===== src/rtl/pipelined_prefix_adder.sv =====
// Pipelined Kogge-Stone adder with a valid/ready handshake on both sides.
// {cout,S} = X + Y + cin, ovf = carry into MSB ^ carry out of MSB.
// STAGES register slices are spread evenly over the prefix levels plus the sum XOR.
// Optional macro PREFIX_ADDER_SUB_EN adds a 'sub' input (X + ~Y + 1, cin ignored).
module pipelined_prefix_adder #(
    parameter int unsigned WIDTH  = 16,
    parameter int unsigned STAGES = 2
) (
    input  logic             clk,
    input  logic             rst_n,
    input  logic             in_valid,
    output logic             in_ready,
    input  logic [WIDTH-1:0] X,
    input  logic [WIDTH-1:0] Y,
    input  logic             cin,
`ifdef PREFIX_ADDER_SUB_EN
    input  logic             sub,
`endif
    output logic             out_valid,
    input  logic             out_ready,
    output logic [WIDTH-1:0] S,
    output logic             cout,
    output logic             ovf
);

    localparam int unsigned LVLS  = $clog2(WIDTH);
    localparam int unsigned STEPS = LVLS + 1;

    // Slice whose register closes after the given step, or STAGES if none does.
    function automatic int unsigned bnd_slice(input int unsigned step);
        int unsigned k_hit;
        k_hit = STAGES;
        for (int unsigned k = 0; k < STAGES; k++) begin
            if ((((k + 1) * STEPS) / STAGES) - 1 == step) begin
                k_hit = k;
            end
        end
        return k_hit;
    endfunction

    // ------------------------------------------------------------------
    // Handshake: one valid bit per slice, bubbles collapse.
    // ------------------------------------------------------------------
    logic [STAGES-1:0] r_vld;
    logic [STAGES-1:0] w_adv;
    logic [STAGES-1:0] w_vin;
    logic [STAGES-1:0] w_ld;
    logic              r_run;
    logic              w_fire;

    // Advance chain from the output slice back to slice 0.
    always_comb begin
        logic a;
        w_adv = '0;
        a = ~r_vld[STAGES-1] | out_ready;
        w_adv[STAGES-1] = a;
        for (int k = int'(STAGES) - 2; k >= 0; k--) begin
            a = ~r_vld[k] | a;
            w_adv[k] = a;
        end
    end

    assign in_ready = r_run & w_adv[0];
    assign w_fire   = in_valid & in_ready;

    // Valid bit offered to each slice by its upstream neighbour.
    always_comb begin
        w_vin    = '0;
        w_vin[0] = w_fire;
        for (int k = 1; k < int'(STAGES); k++) begin
            w_vin[k] = r_vld[k-1];
        end
    end

    assign w_ld      = w_adv & w_vin;
    assign out_valid = r_vld[STAGES-1];

    // Slice valid bits and the post-reset run flag that gates in_ready.
    always_ff @(posedge clk or negedge rst_n) begin
        if (!rst_n) begin
            r_run <= 1'b0;
            r_vld <= '0;
        end else begin
            r_run <= 1'b1;
            r_vld <= (r_vld & ~w_adv) | (w_vin & w_adv);
        end
    end

    // ------------------------------------------------------------------
    // Operand conditioning: cin folded into bit-0 generate.
    // ------------------------------------------------------------------
    logic [WIDTH-1:0] w_yop;
    logic             w_cop;
    logic [WIDTH-1:0] w_gen;
    logic [WIDTH-1:0] w_prp;

`ifdef PREFIX_ADDER_SUB_EN
    assign w_yop = sub ? ~Y : Y;
    assign w_cop = sub | cin;
`else
    assign w_yop = Y;
    assign w_cop = cin;
`endif

    // Bitwise generate/propagate, carry-in merged into position 0.
    always_comb begin
        w_prp    = X ^ w_yop;
        w_gen    = X & w_yop;
        w_gen[0] = w_gen[0] | (w_prp[0] & w_cop);
    end

    // Inputs to each prefix level; index LVLS feeds the sum step.
    logic [WIDTH-1:0] w_g  [0:LVLS];
    logic [WIDTH-1:0] w_hp [0:LVLS];
    logic [WIDTH-1:0] w_p  [0:LVLS-1];
    logic             w_c  [0:LVLS];

    assign w_g[0]  = w_gen;
    assign w_hp[0] = w_prp;
    assign w_p[0]  = w_prp;
    assign w_c[0]  = w_cop;

    // ------------------------------------------------------------------
    // Kogge-Stone levels, optionally closed by a slice register.
    // ------------------------------------------------------------------
    for (genvar s = 0; s < int'(LVLS); s++) begin : g_lvl
        localparam int unsigned DIST  = 32'(1) << s;
        localparam int unsigned SLICE = bnd_slice(s);
        localparam bit          LAST  = (s == int'(LVLS) - 1);

        logic [WIDTH-1:0] w_go;

        // Group generate combine at distance DIST.
        always_comb begin
            w_go = w_g[s];
            for (int i = DIST; i < int'(WIDTH); i++) begin
                w_go[i] = w_g[s][i] | (w_p[s][i] & w_g[s][i-DIST]);
            end
        end

        if (SLICE < STAGES) begin : g_reg
            logic [WIDTH-1:0] r_g;
            logic [WIDTH-1:0] r_hp;
            logic             r_c;

            // Slice register for generate, half-sum and carry-in.
            always_ff @(posedge clk or negedge rst_n) begin
                if (!rst_n) begin
                    r_g  <= '0;
                    r_hp <= '0;
                    r_c  <= 1'b0;
                end else if (w_ld[SLICE]) begin
                    r_g  <= w_go;
                    r_hp <= w_hp[s];
                    r_c  <= w_c[s];
                end
            end

            assign w_g[s+1]  = r_g;
            assign w_hp[s+1] = r_hp;
            assign w_c[s+1]  = r_c;
        end else begin : g_wire
            assign w_g[s+1]  = w_go;
            assign w_hp[s+1] = w_hp[s];
            assign w_c[s+1]  = w_c[s];
        end

        // The last level's group propagate has no consumer.
        if (!LAST) begin : g_prp
            logic [WIDTH-1:0] w_po;

            // Group propagate combine at distance DIST.
            always_comb begin
                w_po = w_p[s];
                for (int i = DIST; i < int'(WIDTH); i++) begin
                    w_po[i] = w_p[s][i] & w_p[s][i-DIST];
                end
            end

            if (SLICE < STAGES) begin : g_reg
                logic [WIDTH-1:0] r_p;

                // Slice register for group propagate.
                always_ff @(posedge clk or negedge rst_n) begin
                    if (!rst_n) begin
                        r_p <= '0;
                    end else if (w_ld[SLICE]) begin
                        r_p <= w_po;
                    end
                end

                assign w_p[s+1] = r_p;
            end else begin : g_wire
                assign w_p[s+1] = w_po;
            end
        end
    end

    // ------------------------------------------------------------------
    // Sum step and output slice.
    // ------------------------------------------------------------------
    logic [WIDTH-1:0] w_cy;
    logic [WIDTH-1:0] w_sum;
    logic             w_co;
    logic             w_ov;

    // Carries into each bit, sum XOR, carry out and signed overflow.
    always_comb begin
        w_cy  = {w_g[LVLS][WIDTH-2:0], w_c[LVLS]};
        w_sum = w_hp[LVLS] ^ w_cy;
        w_co  = w_g[LVLS][WIDTH-1];
        w_ov  = w_cy[WIDTH-1] ^ w_co;
    end

    // Output slice register; holds while stalled.
    always_ff @(posedge clk or negedge rst_n) begin
        if (!rst_n) begin
            S    <= '0;
            cout <= 1'b0;
            ovf  <= 1'b0;
        end else if (w_ld[STAGES-1]) begin
            S    <= w_sum;
            cout <= w_co;
            ovf  <= w_ov;
        end
    end

endmodule


===== config.mk =====
export PLATFORM = sky130hd
export DESIGN_NAME = pipelined_prefix_adder
export DESIGN_NICKNAME = d
export VERILOG_FILES = /design/src/rtl/pipelined_prefix_adder.sv
export SDC_FILE = /design/constraint.sdc
export NUM_CORES = 1
export LEC_CHECK = 0
export ABC_AREA = 1
export BUFFER_PORTS_ARGS = -buffer_cell sky130_fd_sc_hd__buf_2
export CORE_UTILIZATION = 34
export DETAILED_ROUTE_END_ITERATION = 8
export PLACE_DENSITY = 0.59
export REMOVE_ABC_BUFFERS = 1
export SYNTH_ARGS = -nofsm -noshare
export SYNTH_HDL_FRONTEND = slang
export SYNTH_SLANG_ARGS = --single-unit

===== constraint.sdc =====
create_clock -name clk -period 1.2 [get_ports clk]
set_input_delay 0 -clock clk [delete_from_list [all_inputs] [get_ports clk]]
set_output_delay 0 -clock clk [all_outputs]
set_load 0.02 [all_outputs]

==> metrics list <==
* Vias after detailed routing: 2785
- Average wire per cell in the routed design: 12.2 µm
- In the final layout, the multi-input gates occupy 1450 µm².
- Before CTS, the worst setup slack after placement is 0.0214 ns.
- Largest family of logic cells by synthesized area: simple AND/OR/NAND/NOR gates
- Buffers inserted during clock tree synthesis total 9.
* Largest fanout on the critical path: 2
- Synthesized flop and latch total: 66
* Fraction of the mapped netlist area in compound gates: 0.103
* Count of final hold-check violations: 0
- Arrival time of data at the critical path endpoint: 1.17 ns
- Worst-case hold slack: 0.0144 ns
* Clock tree root buffer cell: sky130_fd_sc_hd__clkbuf_8
* Fraction of layout instances using a drive strength above 1: 0.189
* Diodes inserted: 0
* Critical Path Start Type: register
- Clock tree synthesis found a total of 66 sinks.
- Number of max-cap violations: 0
- Max H-tree Level: 3
- In this run the cell area of the synthesized design comes to 3300 µm².
- Antenna Nets Post-Route: 0
- VDD sags by at most 0.510 mV.
* Multiplexer share of the synthesized area: 0
* Fillcell total: 937
- Clock-pin slew was measured on the worst setup and hold paths at 0.08 ns.
* Clk buf depth: 2
- Iteration-0 DRC Markers: 132
- The run finished with clean final reports.
- From bottom edge to top edge, the die measures 100 µm.
- Initial cell density of the core: 0.353
- The setup check on the worst reg-to-reg path leaves a slack of 0.04 ns.
- After synthesis, the mean cell area works out to 8.04 µm².
* First-pass GRT wire length: 12.8 mm
- TritonCTS built the clock tree.
* Core Region: 9330 µm²
- Horizontal die dimension: 100 µm
- Min Clock Period, post-route: 1.17 ns
* Antenna violations before repair: 0
- Gate count of the mapped netlist: 410
* Final weighted congestion of routability-driven global placement: 0.831
- Xor-xnor portion of the synthesized cell area: 0.0239
- Rows: 35
- Once detailed placement completed, the half-perimeter wirelength came to 5.56 mm.
* Residual DRC count: 0
* Startpoint-to-endpoint class of the critical path: reg2out
- Dividing total power by cell area gives a power density of 1710 nW/µm².
- Layout Utilization: 0.440
* HP Class: in2reg
* Leakage dissipation: 2.21 nW
* Pin count of the biggest net entering global routing: 67
* Slew Viols, Final: 0
- The worst path meets setup with 0.0294 ns of slack.
* Total non-filler cell area in the finished layout: 4110 µm²
- Upper clock frequency limit: 854 MHz
- Of the synthesized area, sequential elements account for 0.501.
* Via/cell ratio: 4.53
- Drt pass-1 iters: 4
- Endpoint kind of the worst setup timing path: output port
* Layout area overhead: 24.6%
- GRT Resource Usage Total: 0.164
- Clock latency on the worst-skew pair: 0.33 ns
* Vias in the first global route: 2731
- Area of the die: 10100 µm²
* Net count reported at finish: 534
- Total Power: 7.01 mW
- Setup violations remaining at the end of the flow were counted as 0.
- Unrepaired setup endpoints after global routing: true
- Number of top-level pins: 57
- At the worst endpoint, the required time is 1.20 ns.
* Placed Instance Area: 3810 µm²
* Area share of fa/ha/maj cells after synthesis: 0.0607
* Port Buffers: 56
- Total grt overflow: 0
* Number of unique standard cell types used by synthesis: 17
* Area used by sequential logic in the layout: 1650 µm²
* Syn. warnings: 0
- Final worst path period share: 0.975
- Post-Route Skew: 0.00936 ns
- Area fraction in and, or, nand and nor cells after synthesis: 0.249
- Wires add up to 7.48 mm.
-- kinds of logic after synthesis --
group | Yosys count
and+or+nand+nor | 204
AOI/OAI and AO/OA | 67
DFF | 66
buffers and inverters | 47
adders and majority gates | 16
xor gates and xnor gates | 9
other | 1
-- registers in the layout, indices dropped and copies added, names as in the netlist, named ones only --
register	count
S	16
g_lvl.g_reg.r_g	16
g_lvl.g_reg.r_hp	16
g_lvl.g_prp.g_reg.r_p	12
cout	1
g_lvl.g_reg.r_c	1
ovf	1
r_run	1
-- critical path, cell delays in order, from the launching register on --
cell and delay, ns:
sky130_fd_sc_hd__dfrtp_1 0.37, sky130_fd_sc_hd__nand3_2 0.10, sky130_fd_sc_hd__buf_4 0.15, sky130_fd_sc_hd__nand2_1 0.05, sky130_fd_sc_hd__inv_1 0.03, sky130_fd_sc_hd__buf_2 0.14
-- routing by layer --
layer | vias to the layer above | track usage | part of all wire | routed length, µm
li1 | 1440 | - | - | -
met1 | 1303 | 0.223 | 0.48 | 3590
met2 | 33 | 0.259 | 0.48 | 3600
met3 | 9 | 0.0270 | 0.026 | 198
met4 | 0 | 0.0669 | 0.013 | 95
met5 | - | 0 | 0 | 0
-- cells in the mapped netlist, drive strengths merged --
cell | instances | share of area
nand2 | 180 | 0.20
buf | 12 | 0.021
a21oi | 17 | 0.026
nor2 | 2 | 0.0023
o21ai | 48 | 0.073
o21bai | 2 | 0.0046
nand3 | 15 | 0.026
inv | 35 | 0.040
nand3b | 7 | 0.016
dfrtp | 66 | 0.50
ha | 16 | 0.061
conb | 1 | 0.0011
xnor2 | 9 | 0.024
-- layout by cell type, fill, tap and decap left out --
| cell type | synthesis | layout |
|---|---|---|
| sky130_fd_sc_hd__a21oi_1 | 17 | 16 |
| sky130_fd_sc_hd__a21oi_2 | 0 | 1 |
| sky130_fd_sc_hd__buf_12 | 0 | 4 |
| sky130_fd_sc_hd__buf_2 | 8 | 56 |
| sky130_fd_sc_hd__buf_4 | 4 | 9 |
| sky130_fd_sc_hd__bufinv_16 | 0 | 3 |
| sky130_fd_sc_hd__clkbuf_8 | 0 | 11 |
| sky130_fd_sc_hd__clkinv_2 | 0 | 2 |
| sky130_fd_sc_hd__conb_1 | 1 | 1 |
| sky130_fd_sc_hd__dfrtp_1 | 66 | 66 |
| sky130_fd_sc_hd__dlygate4sd3_1 | 0 | 3 |
| sky130_fd_sc_hd__ha_1 | 16 | 16 |
| sky130_fd_sc_hd__inv_1 | 32 | 32 |
| sky130_fd_sc_hd__inv_2 | 3 | 2 |
| sky130_fd_sc_hd__inv_4 | 0 | 1 |
| sky130_fd_sc_hd__nand2_1 | 180 | 179 |
| sky130_fd_sc_hd__nand2_2 | 0 | 1 |
| sky130_fd_sc_hd__nand3_1 | 13 | 13 |
| sky130_fd_sc_hd__nand3_2 | 2 | 2 |
| sky130_fd_sc_hd__nand3b_1 | 7 | 7 |
| sky130_fd_sc_hd__nor2_1 | 2 | 2 |
| sky130_fd_sc_hd__o21ai_0 | 35 | 34 |
| sky130_fd_sc_hd__o21ai_1 | 13 | 14 |
| sky130_fd_sc_hd__o21bai_1 | 2 | 2 |
| sky130_fd_sc_hd__xnor2_1 | 9 | 9 |
-- stage by stage --
step                setup TNS (ns)  cells
global placement                 0    595
floorplan                   -28.61    398
global route                -0.408    615
finish                           0    615
CTS                              0    614
detailed placement               0    595
-- cell type report --
class	count	area share
Clock buffer	11	0.0369
Clock inverter	5	0.0244
Inverter	35	0.0326
Timing Repair Buffer	72	0.112
Sequential cell	66	0.402
Tap cell	129	0.0393
Multi-Input combinational cell	297	0.353
-- what timing repair did --
action	in CTS	in global routing
gates resized for setup	1	3
hold buffers	3	0
endpoints found under the hold margin	68	0
gates cloned	0	0
pin swaps	1	0
buffers inserted	0	1
setup endpoints to repair	2	29
-- worst paths after layout --
path,depth (start not counted),start,to
setup / recovery,5,register,in_ready
hold / removal,4,Y[0],g_lvl[1].g_reg.r_hp[0]
setup reg to reg,6,register,g_lvl[1].g_reg.r_g[14]
hold reg to reg,2,S[11],S[11]
max in group asynchronous,3,rst_n,g_lvl[1].g_reg.r_g[4]
min in group asynchronous,3,rst_n,S[4]
-- where the power goes --
| group | switching [mW] | internal (mW) | leakage (nW) |
|---|---|---|---|
| Clock | 0.836 | 1.49 | 0.129 |
| Combinational | 1.08 | 0.690 | 1.24 |
| Sequential | 0.253 | 2.66 | 0.836 |
| Total | 2.17 | 4.84 | 2.21 |
(Power assumes the default switching activity.)
